File: src/rtl/swire_multi_ctrl.sv
// Captures selected DCS register writes from a DSI packet stream and replays each
// captured byte as a train of low pulses on a single-wire output, lowest channel first.
module swire_multi_ctrl #(
   parameter int                  NUM_CH      = 2,
   parameter logic [NUM_CH*8-1:0] REG_IDS     = {8'hB5, 8'hB1},
   parameter logic [23:0]         START_DELAY = 24'hFFFFF0,
   parameter int                  T_LOW       = 38,
   parameter int                  T_HIGH      = 38,
   parameter int                  T_GAP       = 1900
) (
   input  logic              clkrx,
   input  logic              rst_n,
   input  logic [23:0]       rx_cmd,
   input  logic              rx_cmd_valid,
   input  logic [31:0]       rx_payload,
   input  logic              rx_payload_valid,
   input  logic              rx_payload_valid_last,
   output logic              swire,
   output logic              busy,
   output logic [NUM_CH-1:0] ch_pending,
   output logic              overwrite
);

   localparam int SEL_W = (NUM_CH > 1) ? $clog2(NUM_CH) : 1;
   localparam logic [23:0] START_LAST = (START_DELAY == 24'd0) ? 24'd0 : START_DELAY - 24'd1;
   localparam logic [23:0] LOW_LAST   = 24'(T_LOW - 1);
   localparam logic [23:0] HIGH_LAST  = 24'(T_HIGH - 1);
   localparam logic [23:0] GAP_LAST   = 24'(T_GAP - 1);

   typedef enum logic [2:0] {
      ST_START_WAIT,
      ST_IDLE,
      ST_LOAD,
      ST_LOW,
      ST_HIGH,
      ST_GAP
   } state_t;

   logic [23:0]       cmd_reg;
   logic              cmd_valid_reg;
   logic [31:0]       pay_reg;
   logic              pay_valid_reg;
   logic              pay_last_reg;

   logic              arm_reg;
   logic              dt_match;
   logic [NUM_CH-1:0] id_match;
   logic              cap_hit;
   logic [SEL_W-1:0]  cap_sel;
   logic [NUM_CH-1:0] cap_ch;
   logic [NUM_CH-1:0] clr_ch;
   logic [NUM_CH-1:0] ovw_ch;
   logic [NUM_CH-1:0] pend_next;
   logic [NUM_CH-1:0] ch_pending_reg;
   logic              overwrite_reg;
   logic [7:0]        value_reg [NUM_CH];

   state_t            state_reg, state_next;
   logic [23:0]       timer_reg, timer_next;
   logic [7:0]        cnt_reg, cnt_next;
   logic [SEL_W-1:0]  sel_reg, sel_next;
   logic              swire_reg, swire_next;
   logic              pend_any;
   logic [SEL_W-1:0]  pend_sel;

   // Header bits above the data type, the upper payload bytes and the last flag are carried but not decoded.
   logic unused_rx;
   assign unused_rx = ^{cmd_reg[23:6], pay_reg[31:16], pay_last_reg};

   always_ff @(posedge clkrx or negedge rst_n) begin
      if (!rst_n) begin
         cmd_reg       <= '0;
         cmd_valid_reg <= 1'b0;
         pay_reg       <= '0;
         pay_valid_reg <= 1'b0;
         pay_last_reg  <= 1'b0;
      end else begin
         cmd_reg       <= rx_cmd;
         cmd_valid_reg <= rx_cmd_valid;
         pay_reg       <= rx_payload;
         pay_valid_reg <= rx_payload_valid;
         pay_last_reg  <= rx_payload_valid_last;
      end
   end

   assign dt_match = (cmd_reg[5:0] == 6'h39) || (cmd_reg[5:0] == 6'h29);
   assign cap_hit  = arm_reg && pay_valid_reg && (|id_match);
   assign pend_any = |ch_pending_reg;

   for (genvar gi = 0; gi < NUM_CH; gi++) begin : g_ch
      assign id_match[gi]  = (pay_reg[7:0] == REG_IDS[8*gi +: 8]);
      assign cap_ch[gi]    = cap_hit && (cap_sel == SEL_W'(gi));
      assign clr_ch[gi]    = (state_reg == ST_LOAD) && (sel_reg == SEL_W'(gi));
      // A capture landing on the channel being loaded keeps it pending for a later frame.
      assign pend_next[gi] = cap_ch[gi] || (ch_pending_reg[gi] && !clr_ch[gi]);
      assign ovw_ch[gi]    = cap_ch[gi] && ch_pending_reg[gi] && !clr_ch[gi];
   end

   always_comb begin
      cap_sel  = '0;
      pend_sel = '0;
      for (int i = NUM_CH - 1; i >= 0; i--) begin
         if (id_match[i]) cap_sel = SEL_W'(i);
         if (ch_pending_reg[i]) pend_sel = SEL_W'(i);
      end
   end

   always_ff @(posedge clkrx or negedge rst_n) begin
      if (!rst_n) begin
         arm_reg        <= 1'b0;
         ch_pending_reg <= '0;
         overwrite_reg  <= 1'b0;
         for (int i = 0; i < NUM_CH; i++) value_reg[i] <= '0;
      end else begin
         if (cmd_valid_reg) arm_reg <= dt_match;
         else if (pay_valid_reg) arm_reg <= 1'b0;
         ch_pending_reg <= pend_next;
         overwrite_reg  <= |ovw_ch;
         for (int i = 0; i < NUM_CH; i++) begin
            if (cap_ch[i]) value_reg[i] <= pay_reg[15:8];
         end
      end
   end

   always_ff @(posedge clkrx or negedge rst_n) begin
      if (!rst_n) begin
         state_reg <= ST_START_WAIT;
         timer_reg <= '0;
         cnt_reg   <= '0;
         sel_reg   <= '0;
         swire_reg <= 1'b1;
      end else begin
         state_reg <= state_next;
         timer_reg <= timer_next;
         cnt_reg   <= cnt_next;
         sel_reg   <= sel_next;
         swire_reg <= swire_next;
      end
   end

   always_comb begin
      state_next = state_reg;
      timer_next = timer_reg + 24'd1;
      cnt_next   = cnt_reg;
      sel_next   = sel_reg;
      case (state_reg)
         ST_START_WAIT: begin
            if (timer_reg == START_LAST) begin
               state_next = ST_IDLE;
               timer_next = '0;
            end
         end
         ST_IDLE: begin
            timer_next = '0;
            if (pend_any) begin
               state_next = ST_LOAD;
               sel_next   = pend_sel;
            end
         end
         ST_LOAD: begin
            timer_next = '0;
            cnt_next   = value_reg[sel_reg];
            state_next = (value_reg[sel_reg] == 8'd0) ? ST_GAP : ST_LOW;
         end
         ST_LOW: begin
            if (timer_reg == LOW_LAST) begin
               state_next = ST_HIGH;
               timer_next = '0;
            end
         end
         ST_HIGH: begin
            if (timer_reg == HIGH_LAST) begin
               timer_next = '0;
               cnt_next   = cnt_reg - 8'd1;
               state_next = (cnt_reg == 8'd1) ? ST_GAP : ST_LOW;
            end
         end
         ST_GAP: begin
            if (timer_reg == GAP_LAST) begin
               state_next = ST_IDLE;
               timer_next = '0;
            end
         end
         default: begin
            state_next = ST_IDLE;
            timer_next = '0;
         end
      endcase
   end

   // swire is registered from the next state so it lines up with the state it belongs to.
   always_comb begin
      swire_next = (state_next != ST_LOW);
      busy       = (state_reg != ST_START_WAIT) && (state_reg != ST_IDLE);
   end

   assign swire      = swire_reg;
   assign ch_pending = ch_pending_reg;
   assign overwrite  = overwrite_reg;

endmodule

File: config.mk
export PLATFORM = sky130hd
export DESIGN_NAME = swire_multi_ctrl
export DESIGN_NICKNAME = d
export VERILOG_FILES = /design/src/rtl/swire_multi_ctrl.sv
export SDC_FILE = /design/constraint.sdc
export NUM_CORES = 1
export LEC_CHECK = 0
export CAP_MARGIN = 20
export CORE_AREA = 2 2 91 93
export DETAILED_ROUTE_END_ITERATION = 10
export DIE_AREA = 0 0 93 95
export PLACE_DENSITY = 0.74
export SYNTH_ARGS = -nofsm -noshare
export SYNTH_HDL_FRONTEND = slang
export SYNTH_SLANG_ARGS = --single-unit
File: constraint.sdc
create_clock -name clkrx -period 1.9 [get_ports clkrx]
set_input_delay 0.38 -clock clkrx [delete_from_list [all_inputs] [get_ports clkrx]]
set_output_delay 0.38 -clock clkrx [all_outputs]
set_load 0.01 [all_outputs]
== Word level (Yosys, flattened, before mapping) ==
Index checks and enable logic that the tools add are counted.
Cells by class
  add/subtract/negate cells: 2
  reductions and logical operators: 29
  $lt $le $gt $ge: 1
  equal/unequal tests: 16
  bitwise operators: 3
  multiplexer cells: 23
Operators by type and width (number)
  2-to-1 mux 24 bit: 3
  one-hot mux 24 bit (3 select lines): 1
  2-to-1 mux 8 bit: 4
  adder 24 x 1 -> 24 bit (second input constant): 1
  equality test 24 x 11 -> 1 bit (second input constant): 1
  equality test 24 bit (second input constant): 1
  equality test 24 x 6 -> 1 bit (second input constant): 1
  2-to-1 mux 3 bit: 7
  one-hot mux 3 bit (6 select lines): 1
  equality test 8 bit (second input constant): 2
  one-hot mux 8 bit (2 select lines): 1
  logical AND 1 bit: 13
  equality test 6 bit (second input constant): 2
  equality test 8 x 1 -> 1 bit (second input constant): 1
  logical NOT 8 bit: 1
  OR reduction 2 bit: 4
  subtractor 8 x 1 -> 8 bit (second input constant): 1
  equality test 3 x 2 -> 1 bit (second input constant): 2
  equality test 3 bit (second input constant): 2
  2-to-1 mux 1 bit: 6
  AND reduction 2 bit: 2
  nonzero test 2 bit: 2
  equality test 3 x 1 -> 1 bit (second input constant): 1
  logical NOT 3 bit: 1
  other kinds (9): 13
Storage, ports and cells
  flip-flop bits (word level): 81
  output and inout port bits: 5
  input port bits: 61

== Logic depth before layout (Yosys ltp) ==
  word-level depth: 8
  depth in mapped cells: 8
  depth with buffers taken out: 7

== Worst setup path after synthesis ==
OpenSTA, ideal clock, no wires.
  kind: flip-flop to flip-flop
  from: register timer_reg[6]
  to: register timer_reg[12]
  required time: 1.781 ns
  slack: 0.040 ns
  stages on the path, launching flop included: 7
  arrival: 1.742 ns
  setup time: 0.119 ns
  path through: dfrtp_1 > or3_1 > nor4_2 > o22ai_1 > a311oi_4 > buf_6 > nor2_1
Between the ends
  cells in the longest elaborated chain, start to end: 3
  elaborated cells between the ends (all ways): 8
RTL lines
  start, declared: RTL line 59  | logic [23:0] timer_reg, timer_next;
  start signal, assigned: RTL line 134  | timer_reg <= timer_next;
  adder 24 x 1 -> 24 bit (tied with other cells): RTL line 143  | timer_next = timer_reg + 24'd1;
  2-to-1 mux 24 bit, on equally long branches
  one-hot mux 24 bit (3 select lines) (*): RTL line 146  | case (state_reg)
  named net timer_next[12]: RTL line 59
Mark *: on every way through the listed nets, which the timed path passes. The rest lies on a longest branch.
A chain may end at the register's enable or synchronous reset.

== Final worst setup path ==
  from: register timer_reg[8]
  to: register timer_reg[17]
The elaborated chain is that of the path after synthesis.

==> metrics <==
commonest non-fill, non-tap cell in the layout dfrtp_1; placed insts 471; Pint 2.27 mW; Avg Inst Size Synth 11.0 um2; Largest register FFs 24; ANT cells 0; combinational share of power 0.031; library cells used by synthesis 48; mapped cell area 3580 um2; fin worst setup slack 0.0295 ns; Routed Antenna Nets 0; Post-DP HPWL 4.76 mm; min-delay worst type primary input to async pin; post-synthesis cell count 326; Seq/Total Area, Yosys 0.559; Final Max Tran Viols 0; Switching Fraction 0.233; clock tree from TritonCTS built; yosys warns 0; H-Tree Depth 3; CP startpoint timer_reg[8]; RSZ-0062 raised after global routing true; die area 8840 um2; clock share of power 0.382; vias in the first global route 2492; Die Ht 95 um; DR vias/cell 5.26; worst-path fanout max 24; Post-Synthesis Net Count 391; DR vias 2585; maximum VDD drop 0.517 mV; startpoint types flop; row count 33; # clock sinks 80; max-cap violation count 0; Final setup viols 0; Critical Path Sink Type flop; drt pass-1 iters 4; non-filler cells in the finished layout 491; FF-to-FF Start timer_reg[8]; Setup Crit Path Kind flop to flop; routed len/inst 13.5 um; clock tree buffer depth 2; Arr. time, crit path 2.12 ns; worst skew pair latency 0.36 ns; period utilisation layout 0.984; # DRC 0; status complete, no violations; commonest non-fill, non-tap cells in the layout 79 x dfrtp_1, 42 x nor2_1, 27 x clkdlybuf4s50_1, 24 x nand2_1, 24 x buf_4; Hold Fails Final Rpt 0; Reg power frac 0.587; final net count 446; Leak 1.99 nW; Tmin final 1.87 ns; core footprint 7930 um2; dpl ws -0.0111 ns; Yosys reg bits 80; RD Place Congestion 0.846; first-pass GRT wire length 11.5 mm; TNS Setup 0 ns; Initial DRC Count 100; starting density of the core 0.452; layout cell share with drive strength beyond 1 0.192; Pwr Density 674 nW/um2; Root Driver clkbuf_8; clk_skew 0.00779 ns; CP required 2.15 ns; Max Clk Rate 0.535 GHz; # IOs 66; Die X 93 um; IO Port Bufs 29; switching pwr 691 uW; headroom to the max-slew limit 0.796; total CTS buffers 9; Final Routed Wirelength 6.62 mm; Layout area overhead 22.7%; worst-margin pin slew 0.301 ns; largest net degree at the start of global routing 34; initial antenna violation count 0; global route overflow 0; Clk pin slew, worst setup/hold paths 0.08 ns; Total GRT Usage 0.167
==> kinds of logic (layout without fill, tap and decap cells) <==
family,after synthesis,after routing,share of synthesized area
xor gates and xnor gates,22,22,0.0538
AOI/OAI and AO/OA,43,43,0.0811
buffers and inverters,20,80,0.0276
muxes,24,24,0.0737
and+or+nand+nor,133,133,0.190
adders and majority gates,4,4,0.0140
DFF,80,80,0.559
==> path summary, 6_finish.rpt <==
check / slack, ns / depth (start not counted) / to
min in group clkrx: 0.45 / 1 / pay_reg[13]
max reg2reg: 0.03 / 6 / timer_reg[17]
max in group asynchronous: 0.84 / 3 / pay_reg[2]
min reg2reg: 0.48 / 1 / arm_reg
min: 0.45 / 2 / cmd_reg[2]
max: 0.03 / 6 / timer_reg[17]
==> layer usage <==
metal | vias to the layer above | wire length (um) | GRT usage
li1 | 1266 | - | -
met5 | - | 0 | 0
met3 | 11 | 206 | 0.0383
met4 | 0 | 138 | 0.0772
met1 | 1266 | 3010 | 0.216
met2 | 42 | 3260 | 0.270
==> final cells by class <==
class | instances | area [um2]
clock inverter | 6 | 50.0
fill | 690 | 3530
inverter | 8 | 30.0
sequential | 80 | 2000
multi-input combinational | 226 | 1530
clock buffer | 10 | 128
tap | 105 | 131
timing repair buffer | 56 | 524
==> synthesized netlist by cell type (all sizes together) <==
master | n | area (um2)
or4 | 2 | 15.0
a311oi | 1 | 26.3
and2 | 4 | 25.0
nand4b | 5 | 43.8
buf | 9 | 57.6
nand2b | 4 | 25.0
or3 | 2 | 12.5
o2111ai | 1 | 8.76
a22oi | 1 | 7.51
a31o | 1 | 8.76
dfrtp | 79 | 1980
nor3b | 1 | 12.5
a21oi | 17 | 85.1
ha | 4 | 50.1
or2 | 1 | 6.26
nor2b | 3 | 18.8
o211a | 1 | 10.0
nor4 | 7 | 50.1
inv | 8 | 30.0
dfstp | 1 | 26.3
o41ai | 1 | 8.76
a31oi | 2 | 12.5
xnor2 | 12 | 105
nand2 | 24 | 90.1
o21ai | 6 | 30.0
xor2 | 10 | 87.6
a32o | 1 | 10.0
a21o | 1 | 7.51
nor4b | 2 | 17.5
nand3b | 2 | 15.0
o32ai | 1 | 8.76
and4 | 2 | 17.5
nor3 | 4 | 20.0
o31ai | 3 | 22.5
o22ai | 2 | 12.5
mux2 | 19 | 214
clkbuf | 3 | 11.3
nor2 | 43 | 161
nand3 | 14 | 70.1
o211ai | 3 | 22.5
mux2i | 5 | 50.1
nand4 | 10 | 62.6
and3 | 3 | 18.8
a22o | 1 | 8.76
==> critical path, stage by stage, from the launching register on <==
cell and delay, ns:
dfrtp_1 0.42, or3_1 0.40, nor4_4 0.21, o22ai_2 0.15, a311oi_4 0.31, buf_12 0.20
nor2_1 0.07
==> repair_timing <==
action                                  4_1_cts  5_1_grt
hold buffers                                  1        0
setup buffers                                 0        3
hold endpoints to repair                     20        0
pin swaps                                     0        1
endpoints found under the setup margin       25       33
resized for setup                             3        8
==> power by group through the flow <==
stage	Sequential, mW	Combinational, mW	Clock (mW)
after global placement	1.77	0.0918	0
after detailed placement	1.77	0.0944	0
final	1.74	0.0924	1.13
after floorplan	1.77	0.00505	0
after CTS	1.74	0.0958	1.16
after global routing	1.74	0.105	1.25
==> through the flow <==
step	hold slack, ns	instance area [um2]	utilization	power, mW
after global placement	0.287	4130	0.521	1.86
after detailed placement	0.296	4130	0.521	1.87
after floorplan	0.0844	3580	-	1.77
final	0.451	4390	0.554	2.96
after CTS	0.436	4330	0.547	3.00
after global routing	0.422	4390	0.554	3.09
(Power assumes the default switching activity.)
